### config.mk
export PLATFORM = sky130hd
export DESIGN_NAME = mem_responder
export DESIGN_NICKNAME = d
export VERILOG_FILES = /design/src/rtl/mem_responder.sv
export SDC_FILE = /design/constraint.sdc
export NUM_CORES = 2
export LEC_CHECK = 0
export ABC_CLOCK_PERIOD_IN_PS = 6760
export CAP_MARGIN = 20
export CORE_UTILIZATION = 55
export DETAILED_ROUTE_END_ITERATION = 12
export PLACE_DENSITY = 0.76
export SYNTH_ARGS = -nofsm -noshare
export SYNTH_HDL_FRONTEND = slang
export SYNTH_SLANG_ARGS = --single-unit
### constraint.sdc
create_clock -name clk -period 6.76 [get_ports clk]
set_clock_uncertainty 0.05 [all_clocks]
set_input_delay 0.676 -clock clk [delete_from_list [all_inputs] [get_ports clk]]
set_output_delay 0.676 -clock clk [all_outputs]
set_load 0.01 [all_outputs]
### src/rtl/mem_responder.sv
// Memory-side responder: accepts one request in IDLE, services it after a fixed
// latency against a word-addressed RAM, and answers with a one-cycle ack.
module mem_responder #(
  parameter int ADDRESS_BUS_WIDTH = 16,
  parameter int DATA_BUS_WIDTH    = 16,
  parameter int MEM_DEPTH         = 256,
  parameter int LATENCY           = 2
) (
  input  logic                         clk,
  input  logic                         reset,
  input  logic                         req,
  input  logic                         we,
  input  logic [ADDRESS_BUS_WIDTH-1:0] addr,
  input  logic [DATA_BUS_WIDTH-1:0]    wdata,
  output logic                         busy,
  output logic                         ack,
  output logic [DATA_BUS_WIDTH-1:0]    rdata,
  output logic                         err
);

  localparam int AW    = ADDRESS_BUS_WIDTH;
  localparam int DW    = DATA_BUS_WIDTH;
  localparam int IDX_W = (MEM_DEPTH > 1) ? $clog2(MEM_DEPTH) : 1;
  localparam int CW    = 4;
  localparam logic [CW-1:0] CNT_LOAD = CW'(LATENCY - 1);

  typedef enum logic [1:0] {
    IDLE,
    BUSY,
    RESP
  } state_e;

  state_e          state_q, state_d;
  logic [CW-1:0]   cnt_q, cnt_d;
  logic            we_q, we_d;
  logic [AW-1:0]   addr_q, addr_d;
  logic [DW-1:0]   wdata_q, wdata_d;
  logic            busy_q, busy_d;
  logic            ack_q, ack_d;
  logic            err_q, err_d;
  logic [DW-1:0]   rdata_q, rdata_d;

  logic            commit;
  logic            in_range;
  logic [AW+31:0]  addr_ext;
  logic [IDX_W-1:0] idx;

  logic [DW-1:0]   mem [MEM_DEPTH];

  // Range check runs on the zero-extended address so no upper bits are lost.
  assign addr_ext = {32'd0, addr_d};
  assign in_range = addr_ext < (AW + 32)'(MEM_DEPTH);
  assign idx      = addr_ext[IDX_W-1:0];

  // NOTE: every signal written here gets a default first, so no latch is inferred.
  always_comb begin
    state_d = state_q;
    cnt_d   = cnt_q;
    we_d    = we_q;
    addr_d  = addr_q;
    wdata_d = wdata_q;
    ack_d   = 1'b0;
    err_d   = 1'b0;
    rdata_d = '0;
    commit  = 1'b0;

    unique case (state_q)
      IDLE: begin
        if (req) begin
          we_d    = we;
          addr_d  = addr;
          wdata_d = wdata;
          if (LATENCY == 1) begin
            state_d = RESP;
            commit  = 1'b1;
          end else begin
            state_d = BUSY;
            cnt_d   = CNT_LOAD;
          end
        end
      end
      BUSY: begin
        cnt_d = cnt_q - 1'b1;
        if (cnt_q <= CW'(1)) begin
          state_d = RESP;
          commit  = 1'b1;
        end
      end
      RESP:    state_d = IDLE;
      default: state_d = IDLE;
    endcase

    // Commit uses the _d holding values so a LATENCY of 1 sees the fresh request.
    if (commit) begin
      ack_d = 1'b1;
      err_d = ~in_range;
      if (in_range && !we_d) rdata_d = mem[idx];
    end

    busy_d = (state_d != IDLE);
  end

  // NOTE: sequential state uses <= so every flop updates from pre-edge values.
  always_ff @(posedge clk) begin
    if (reset) begin
      state_q <= IDLE;
      cnt_q   <= '0;
      we_q    <= 1'b0;
      addr_q  <= '0;
      wdata_q <= '0;
      busy_q  <= 1'b0;
      ack_q   <= 1'b0;
      err_q   <= 1'b0;
      rdata_q <= '0;
    end else begin
      state_q <= state_d;
      cnt_q   <= cnt_d;
      we_q    <= we_d;
      addr_q  <= addr_d;
      wdata_q <= wdata_d;
      busy_q  <= busy_d;
      ack_q   <= ack_d;
      err_q   <= err_d;
      rdata_q <= rdata_d;
    end
  end

  // NOTE: the RAM array is deliberately kept out of reset; contents survive it.
  always_ff @(posedge clk) begin
    if (!reset && commit && in_range && we_d) mem[idx] <= wdata_d;
  end

  assign busy  = busy_q;
  assign ack   = ack_q;
  assign rdata = rdata_q;
  assign err   = err_q;

endmodule

==> metrics.txt <==
DP Wirelength approximately 280 mm; syn_area_per_cell between 10 and 15 um^2; max capacitance violation total 0; hold_buf cts 0; Initial Utilization 55.3%; Post-DRT Antenna Nets 0; Worst Hold Class in -> reg; CP Launch Type register; DIE AREA around 300,000 um^2; Tot GR Track Use between 30% and 40%; drt pass-1 iters 9; Post-CTS Setup Bufs 0; Int Pwr 0.0434 W; sw power 0.0151 W; CTS tree built; Max Slew Vio Count 0; combinational share of power between 10 and 15%; crit-path most repeated cell buf_4; Setup TNS 0 ns; post-synthesis cell type count 51; largest net degree at the start of global routing between 150 and 200; post-place setup slack ~0.28 ns; Crit Path Class reg -> reg; Syn. warnings 0; clock slew at reported path FFs about 0.060 ns; Synth Area in Compound Gates approximately 8.0%; Sw Ratio between 20% and 30%; share of cells above drive strength 1 10.6%; Die Wd about 550 um; crit path max fanout 21; Reg power frac between 40% and 50%; H-tree Lvls 5; PwrDens 319 nW/um^2; Max VDD drop about 280 uV; routed length per placed instance 29.3 um; leakage power around 60 nW; fraction of synthesized area in multiplexers roughly 3.2%; global route overflow 0; Buffers on Ports 54; vias in the first global route 98,800; adder-cell area share of the yosys netlist 0.0154%; Critical Path RT 7.29 ns; Net Count, Synth ~11,000; Root Buffer clkbuf_16; Worst Setup End Kind register; most common cell after layout, fill and taps aside edfxtp_1; Synth Area in XOR/XNOR 0%; Syn Inst Count ~11,000; most frequent cells in the layout 4,096 x edfxtp_1, 2,543 x nand2_1, 948 x a21oi_1; Worst Tran Pin Value 1.31 ns; Crit path arrival time 6.24 ns; CTS Buffer Depth 4; RSZ-0062 raised after global routing false; crit path time final ~5.7 ns; CORE AREA between 200,000 and 300,000 um^2; FF+latch count, synth 4,154; PostCTS Resize Cnt 0; DRC viols 0; Area Overhead vs Synth 12.9%; Seq/Total Area, Yosys roughly 76%; TritonCTS Buffers between 300 and 400; Ports between 50 and 60; Placer Congestion roughly 0.97; initial antenna violation count 18; DR vias 104,000; max_slew headroom 12.1%; first-pass GRT wire length 674 mm; area of the mapped netlist 162,000 um^2; prevailing post-synth register cell edfxtp_1; Buf+Inv Stages, Crit Path 3; Post-Synth Simple-Gate Area 10.2%; Largest stage delay, worst path between 0.7 and 0.8 ns; EDFF count, synth about 4,100; setup violators final 0; Clk pwr share between 30 and 40%; final core occ 62.4%; status completed; largest family of logic cells by synthesized area simple AND/OR/NAND/NOR gates; delay-heaviest family, CP simple AND/OR/NAND/NOR gates; Max Fclk ~180 MHz; Initial DRC Count between 15,000 and 20,000; endpoints failing hold 0; Final nets ~12,000; Crit-path slowest cell nand2_2; Die Y-Extent 545 um; worst skew pair latency a little over 0.9 ns; critical-path cell list or3b_4 -> nand3_1 -> a21boi_0 -> buf_4 -> nor2b_1 -> nand2_1 -> nor2_1 -> nand2_2 -> buf_4 -> nor2_1 -> buf_4; DRT Wirelength around 470 mm; Final WS setup 1.05 ns; row count ~200; via-per-instance ratio 6.54; clock sinks just over 4,000; Final period util 84.5%; async set or reset register ratio after synthesis 0%
-- layout make-up --
| cell class | instances | area (um^2) |
|---|---|---|
| fill | 20600 | 110000 |
| clock inverter | 236 | 2280 |
| tap | 3919 | 4900 |
| antenna | 2 | 5.00 |
| clock buffer | 487 | 10600 |
| sequential | 4154 | 124000 |
| timing repair buffer | 680 | 6280 |
| multi-input combinational | 6498 | 35100 |
| inverter | 3 | 11.3 |
-- power groups by stage --
stage                     registers (W)  logic [W]  clock network (W)
after detailed placement         0.0296    0.00713                  0
after floorplan                  0.0299    0.00397                  0
final                            0.0290    0.00740             0.0221
after CTS                        0.0290    0.00718             0.0222
after global routing             0.0290    0.00765             0.0232
after global placement           0.0296    0.00694                  0
-- path summary, 6_finish.rpt --
check | startpoint | end | slack [ns] | depth (start not counted)
worst max-delay path | state_q[0] | mem[88][13] | 1.05 | 11
worst min register to register | addr_q[11] | addr_q[11] | 0.41 | 2
worst max register to register | state_q[0] | mem[88][13] | 1.05 | 11
worst min-delay path | addr[9] | addr_q[9] | 0.33 | 3
-- per-layer routing --
layer / vias to the layer above / global-route usage, % / part of all wire, %
met5: - / 0 / 0.032
met1: 51300 / 41.9 / 35
met4: 22 / 15.8 / 6.0
met2: 7902 / 47.1 / 46
li1: 44000 / - / -
met3: 1212 / 7.00 / 13
-- worst min-delay path, delay by kind of cell --
| kind | cells | cell delay [ns] |
|---|---|---|
| AND/OR/NAND/NOR | 1 | 0.07 |
| AO/OA/AOI/OAI | 1 | 0.05 |
| buffers and inverters | 1 | 0.43 |
-- cells by family (layout without fill, tap and decap cells) --
family,Yosys count,in the layout
AOI/OAI and AO/OA,2001,2001
adders and majority gates,2,2
buffers and inverters,775,1406
DFF,4154,4154
muxes,523,523
other,0,2
and+or+nand+nor,3972,3972
-- flip-flops by register name, indices dropped and copies added (netlist names) --
register and count:
ack 1, addr_q 16, busy 1, cnt_q 4, err 1, mem 4096, rdata 16, state_q 2
wdata_q 16, we_q 1
-- per-stage QoR --
step	total power, W	std cells	area (um^2)	hold slack [ns]
3_3_place_gp	0.0365	15200	170000	0.394
2_1_floorplan	0.0339	11400	162000	0.386
6_report	0.0586	16000	183000	0.334
3_5_place_dp	0.0367	15300	170000	0.404
5_1_grt	0.0598	16000	183000	0.337
4_1_cts	0.0584	16000	183000	0.286
-- synth_stat cells, types with 2 or more instances --
library cell | count | share of area [%]
a211oi_1 | 32 | 0.15
nor2b_1 | 33 | 0.13
nand2_1 | 2578 | 6.0
inv_1 | 3 | 0.0069
a21boi_0 | 2 | 0.0092
mux2i_1 | 512 | 3.2
nor2_2 | 5 | 0.019
buf_6 | 4 | 0.028
o21ai_0 | 53 | 0.16
buf_2 | 364 | 1.1
nand3_1 | 858 | 2.6
ha_1 | 2 | 0.015
edfxtp_1 | 4096 | 76
o22ai_1 | 30 | 0.12
buf_1 | 52 | 0.12
dfxtp_1 | 58 | 0.71
a2111oi_0 | 15 | 0.081
a21oi_1 | 949 | 2.9
buf_4 | 22 | 0.10
nand3b_1 | 3 | 0.014
nand4_1 | 98 | 0.38
a41oi_1 | 16 | 0.086
a31oi_1 | 106 | 0.41
a21o_1 | 2 | 0.0092
o31ai_1 | 16 | 0.074
nand2b_1 | 6 | 0.023
clkbuf_1 | 330 | 0.76
o41ai_1 | 16 | 0.086
nor4b_1 | 2 | 0.011
nor2_1 | 344 | 0.80
a221oi_1 | 294 | 1.6
o2111ai_1 | 17 | 0.092
mux2_2 | 8 | 0.055
a22oi_1 | 260 | 1.2
nor4_1 | 36 | 0.14
nor3_1 | 3 | 0.0092
a32oi_1 | 178 | 0.96
o21ai_1 | 11 | 0.034
No activity file was read; power rests on OpenSTA's default activity.
